==> src/rtl/vga_timing.sv <==
// vga_timing -- pixel-clock timing generator for the VGA path.
//
// Generates the horizontal/vertical counters, active-low syncs, blanking,
// character-cell coordinates and line/frame pulses for a raster display.
// The display mode and plane from the register block are sampled only on
// the edge that starts a new frame, so a mid-frame write never tears.
//
// Every output is a register loaded from the *next* counter values, so in
// any cycle all outputs describe the hcount/vcount shown in that cycle.
//
// Ports:
//   clk         in   pixel clock
//   reset       in   synchronous, active-high reset
//   mode_in     in   [1:0] display mode from register block
//   plane_in    in   plane select from register block
//   hsync       out  horizontal sync, active low
//   vsync       out  vertical sync, active low
//   blank       out  1 outside the visible area
//   hcount      out  [9:0] pixel column, 0..H_TOTAL-1
//   vcount      out  [9:0] line, 0..V_TOTAL-1
//   char_col    out  [6:0] hcount / CHAR_W
//   char_row    out  [4:0] vcount / CHAR_H
//   glyph_x     out  [2:0] hcount mod CHAR_W
//   glyph_y     out  [3:0] vcount mod CHAR_H
//   frame_start out  pulse at hcount=0, vcount=0
//   line_start  out  pulse at every hcount=0
//   mode        out  [1:0] frame-latched mode
//   plane       out  frame-latched plane

module vga_timing #(
  parameter int unsigned H_VISIBLE = 640,
  parameter int unsigned H_FRONT   = 16,
  parameter int unsigned H_SYNC    = 96,
  parameter int unsigned H_BACK    = 48,
  parameter int unsigned V_VISIBLE = 480,
  parameter int unsigned V_FRONT   = 10,
  parameter int unsigned V_SYNC    = 2,
  parameter int unsigned V_BACK    = 33,
  parameter int unsigned CHAR_W    = 8,
  parameter int unsigned CHAR_H    = 16
) (
  input  logic       clk,
  input  logic       reset,
  input  logic [1:0] mode_in,
  input  logic       plane_in,
  output logic       hsync,
  output logic       vsync,
  output logic       blank,
  output logic [9:0] hcount,
  output logic [9:0] vcount,
  output logic [6:0] char_col,
  output logic [4:0] char_row,
  output logic [2:0] glyph_x,
  output logic [3:0] glyph_y,
  output logic       frame_start,
  output logic       line_start,
  output logic [1:0] mode,
  output logic       plane
);

  localparam int unsigned H_TOTAL = H_VISIBLE + H_FRONT + H_SYNC + H_BACK;
  localparam int unsigned V_TOTAL = V_VISIBLE + V_FRONT + V_SYNC + V_BACK;

  localparam logic [9:0] H_LAST     = 10'(H_TOTAL - 1);
  localparam logic [9:0] H_VIS      = 10'(H_VISIBLE);
  localparam logic [9:0] H_SYNC_BEG = 10'(H_VISIBLE + H_FRONT);
  localparam logic [9:0] H_SYNC_END = 10'(H_VISIBLE + H_FRONT + H_SYNC);
  localparam logic [9:0] V_LAST     = 10'(V_TOTAL - 1);
  localparam logic [9:0] V_VIS      = 10'(V_VISIBLE);
  localparam logic [9:0] V_SYNC_BEG = 10'(V_VISIBLE + V_FRONT);
  localparam logic [9:0] V_SYNC_END = 10'(V_VISIBLE + V_FRONT + V_SYNC);

  // Glyph sizes are powers of two, so cell coordinates are plain bit-slices.
  localparam int unsigned CW_SH   = $clog2(CHAR_W);
  localparam int unsigned CH_SH   = $clog2(CHAR_H);
  localparam logic [9:0]  GX_MASK = 10'(CHAR_W - 1);
  localparam logic [9:0]  GY_MASK = 10'(CHAR_H - 1);

  logic [9:0] hcount_q, hcount_d;
  logic [9:0] vcount_q, vcount_d;
  logic       hsync_q, hsync_d;
  logic       vsync_q, vsync_d;
  logic       blank_q, blank_d;
  logic [6:0] char_col_q, char_col_d;
  logic [4:0] char_row_q, char_row_d;
  logic [2:0] glyph_x_q, glyph_x_d;
  logic [3:0] glyph_y_q, glyph_y_d;
  logic       line_start_q, line_start_d;
  logic       frame_start_q, frame_start_d;
  logic [1:0] mode_q, mode_d;
  logic       plane_q, plane_d;

  logic       h_wrap;

  always_comb begin
    // NOTE: every variable gets a value before any conditional update, so
    // no path through this block leaves one unassigned (no latch inferred).
    h_wrap   = (hcount_q >= H_LAST);  // >= also recovers out-of-range values
    hcount_d = h_wrap ? '0 : hcount_q + 10'd1;
    vcount_d = vcount_q;
    if (h_wrap) begin
      vcount_d = (vcount_q >= V_LAST) ? '0 : vcount_q + 10'd1;
    end

    hsync_d = !((hcount_d >= H_SYNC_BEG) && (hcount_d < H_SYNC_END));
    vsync_d = !((vcount_d >= V_SYNC_BEG) && (vcount_d < V_SYNC_END));
    blank_d = (hcount_d >= H_VIS) || (vcount_d >= V_VIS);

    // Not masked during blanking; consumers gate with blank.
    char_col_d = 7'(hcount_d >> CW_SH);
    char_row_d = 5'(vcount_d >> CH_SH);
    glyph_x_d  = 3'(hcount_d & GX_MASK);
    glyph_y_d  = 4'(vcount_d & GY_MASK);

    line_start_d  = (hcount_d == '0);
    frame_start_d = line_start_d && (vcount_d == '0);

    // Load on the edge that raises frame_start; a write in the final cycle
    // of the previous frame therefore lands in the new frame.
    mode_d  = frame_start_d ? mode_in  : mode_q;
    plane_d = frame_start_d ? plane_in : plane_q;
  end

  // NOTE: sequential state uses non-blocking assignments so every register
  // samples the pre-edge values, independent of statement order.
  always_ff @(posedge clk) begin
    if (reset) begin
      hcount_q      <= '0;
      vcount_q      <= '0;
      hsync_q       <= 1'b1;
      vsync_q       <= 1'b1;
      blank_q       <= 1'b0;
      char_col_q    <= '0;
      char_row_q    <= '0;
      glyph_x_q     <= '0;
      glyph_y_q     <= '0;
      line_start_q  <= 1'b1;
      frame_start_q <= 1'b1;
      mode_q        <= 2'b00;
      plane_q       <= 1'b0;
    end else begin
      hcount_q      <= hcount_d;
      vcount_q      <= vcount_d;
      hsync_q       <= hsync_d;
      vsync_q       <= vsync_d;
      blank_q       <= blank_d;
      char_col_q    <= char_col_d;
      char_row_q    <= char_row_d;
      glyph_x_q     <= glyph_x_d;
      glyph_y_q     <= glyph_y_d;
      line_start_q  <= line_start_d;
      frame_start_q <= frame_start_d;
      mode_q        <= mode_d;
      plane_q       <= plane_d;
    end
  end

  assign hsync       = hsync_q;
  assign vsync       = vsync_q;
  assign blank       = blank_q;
  assign hcount      = hcount_q;
  assign vcount      = vcount_q;
  assign char_col    = char_col_q;
  assign char_row    = char_row_q;
  assign glyph_x     = glyph_x_q;
  assign glyph_y     = glyph_y_q;
  assign line_start  = line_start_q;
  assign frame_start = frame_start_q;
  assign mode        = mode_q;
  assign plane       = plane_q;

endmodule

==> config.mk <==
export PLATFORM = sky130hd
export DESIGN_NAME = vga_timing
export DESIGN_NICKNAME = d
export VERILOG_FILES = /design/src/rtl/vga_timing.sv
export SDC_FILE = /design/constraint.sdc
export NUM_CORES = 1
export LEC_CHECK = 0
export BUFFER_PORTS_ARGS = -buffer_cell sky130_fd_sc_hd__buf_4
export CAP_MARGIN = 0
export CORE_MARGIN = 1
export CORE_UTILIZATION = 54
export DETAILED_ROUTE_END_ITERATION = 10
export GPL_TIMING_DRIVEN = 0
export PLACE_DENSITY_LB_ADDON = 0.2
export SKIP_LAST_GASP = 1
export SLEW_MARGIN = 10
export SYNTH_ARGS = -nofsm -noshare
export SYNTH_HDL_FRONTEND = slang
export SYNTH_SLANG_ARGS = --single-unit
==> constraint.sdc <==
create_clock -name clk -period 4.8 [get_ports clk]
set_clock_uncertainty 0.2 [all_clocks]
set_input_delay 0.24 -clock clk [delete_from_list [all_inputs] [get_ports clk]]
set_output_delay 0.24 -clock clk [all_outputs]
set_load 0.02 [all_outputs]
==> reports/metrics.yaml <==
cts:
  cts-root-buf: "clkbuf_4"
  cts_tree: "done"
  cts.path.max_buffers: 2
  cts_setup_buffers: 0
  ctsHtreeMaxLevel: 1
  postCtsResizedCells: 0
  cts.sinks: 28
  cts_hold_buf: 4
  cts_inserted_buffers: 3
  clk_pin_slew_ps: 150
  clk_latency_ps: 330
logic_synthesis:
  synth_nets: 207
  synth.area.mux_share_pct: 2.50
  netlist_instances: 199
  synth-xor-area-share_pct: 6.35
  synth_top_family_by_area: "simple AND/OR/NAND/NOR gates"
  synth-edff-count: 0
  ys_async_sr_fraction_pct: 0
  ys.flop_type: "dfxtp_1"
  yosysWarnings: 0
  synth_cell_types: 51
  avgSynthCellArea_um2: 8.31
  synthAdderAreaFrac_pct: 2.27
  seq_area_frac_synth_pct: 33.9
  synth_compound_area_share_pct: 16.2
  synth-simple-area-share_pct: 26.2
  ys_seq_elements: 28
  syn_area_um2: 1650
finish:
  antennaDiodeCount: 0
  final_nets: 267
  n_fill_cell: 230
  area_growth_pct: 31.1
  drive_gt1_share_pct: 32.9
  fin_area_um2: 2170
timing:
  timing.setup.tns_ps: 0
  layout_min_cycle_time_ps: 3220
  finalCritPeriodShare_pct: 67.0
  hold_violations: 0
  worstMarginPinSlew_ps: 724
  max_freq_ghz: 0.311
  hold_ws_ps: 284
  slew_headroom_pct: 51.5
  setup_violations: 0
  rsz0062_at_grt: "no"
  slew_viol_final: 0
global_route:
  grt_pass1_wl_mm: 5.97
  overflow: 0
  first_global_vias: 1344
  antenna_found_initial: 0
  grt_use_total_pct: 22.9
  grt_max_degree: 17
worst_setup_path:
  setup.worst_path.start_class: "register"
  crit_type: "reg2reg"
  cp_slowest_cell: "o21bai_1"
  crit_path_cell_trace: "ha_1 > and4_1 > buf_4 > o21bai_1 > nor2_1 > a22o_1 > or3b_1 > nor4_4 > mux2i_1"
  crit_cells: 9
  slowest_delay_ps: 440
  crit_family: "simple AND/OR/NAND/NOR gates"
  ff2ff_path_depth: 9
  worstPathArrival_ps: 3290
  cp_max_fo: 7
  end_kind: "register"
  critPathBufInv: 1
  critPathRequiredTime_ps: 4870
place:
  io_buffers: 51
  dp_hpwl_mm: 2.64
  globalplace.congestion: 0.847
  dpl-instance-area_um2: 2080
status:
  violations: "design-rule violations"
  status: "finished with violations"
worst_hold_path:
  hold_class: "reg2reg"
  hold_depth: 2
route:
  drc: 3
  postRouteAntennaNets: 0
  wl_per_cell_um: 13.1
  dr.pass1.iters: 8
  first_iter_violations: 99
  num_vias: 1580
  via_per_inst: 5.47
  drt-total-wl_mm: 3.79
die:
  core_um2: 2830
  initial_core_util_pct: 58.5
  rows: 19
  die-area_um2: 3290
  ios: 52
  die_y_um: 57.3
  die_x_um: 57.3
flow_run:
  max_cap_viol_count: 0
power:
  ir_worst_vdd_mv: 0.180
  leakage_uw: 0.000992
  power.density_nw_per_um2: 221
## metrics by stage
stage / setup slack [ps] / instances / util (%) / total power (uW)
after global routing: 1370 / 289 / 76.6 / 496
after detailed placement: 1670 / 281 / 73.4 / 325
after floorplan: 1880 / 199 / - / 299
after CTS: 1620 / 289 / 76.6 / 480
final: 1580 / 289 / 76.6 / 479
after global placement: 1710 / 281 / 73.4 / 324
## cell usage in the layout, fill, tap and decap left out, drive strengths merged, types with 3 or more instances in the layout
cell and n:
or3 3, dfxtp 28, nand2b 9, xor2 5, o21ai 8, nor2 27
inv 8, nor3 3, a31oi 5, clkbuf 6, xnor2 7, nor4 3
nand2 13, nand4 3, ha 3, nand3 7, mux2i 3, a21oi 6
dlygate4sd3 4, buf 74
## cells by family (layout without fill, tap and decap cells)
logic type / Yosys count / count (layout)
multiplexers: 4 / 4
AND/OR/NAND/NOR: 81 / 81
adder cells (fa/ha/maj): 3 / 3
AO/OA/AOI/OAI: 37 / 37
XOR/XNOR: 12 / 12
buffers and inverters: 34 / 93
flip-flops: 28 / 28
## worst min-delay path: cells and delay by family, from the launching register on
| family | cells | cell delay [ps] |
|---|---|---|
| flip-flops | 1 | 340 |
| multiplexers | 1 | 60 |
| AND/OR/NAND/NOR | 1 | 60 |
## area by class of cell
type | count | area (um^2) | area share, %
Timing Repair Buffer | 55 | 423 | 19.5
Buffer | 26 | 179 | 8.25
Inverter | 8 | 30.0 | 1.38
Sequential cell | 28 | 561 | 25.9
Clock buffer | 3 | 22.5 | 1.04
Multi-Input combinational cell | 137 | 885 | 40.8
Tap cell | 31 | 38.8 | 1.79
Clock inverter | 1 | 30.0 | 1.38
## worst paths after layout
kind              slack, ps  endpoint  startpoint
setup / recovery       1580   mode[1]   hcount[0]
hold / removal          280   mode[1]     mode[1]
setup reg to reg       1580   mode[1]   hcount[0]
hold reg to reg         280   mode[1]     mode[1]
## registers in the layout, indices dropped and copies added (netlist names)
signal / flops
blank: 1
frame_start: 1
hcount: 10
hsync: 1
line_start: 1
mode: 2
plane: 1
vcount: 10
vsync: 1
## cell usage after synthesis, types with 3 or more instances
cell type,n,area [um^2]
a21oi_1,6,30.0
a31oi_1,4,25.0
buf_4,21,158
clkbuf_1,3,11.3
dfxtp_1,28,561
ha_1,3,37.5
inv_1,8,30.0
mux2i_1,3,30.0
nand2_1,13,48.8
nand2b_1,9,56.3
nand3_1,6,30.0
nand4_1,3,18.8
nor2_1,27,101
nor3_1,3,15.0
o21ai_0,7,35.0
or3_1,3,18.8
xnor2_1,7,61.3
xor2_1,5,43.8
## layer usage
metal / vias up / routed length (um) / global-route usage (%)
met2: 63 / 1880 / 40.4
met5: - / 0 / 0
met4: 0 / 29 / 8.01
li1: 792 / - / -
met3: 4 / 203 / 2.04
met1: 721 / 1670 / 29.1
## where the power goes
group / switching [uW] / internal [uW]
Sequential: 9.65 / 240
Clock: 70.9 / 84.4
Combinational: 36.5 / 37.3
(Power assumes the default switching activity.)
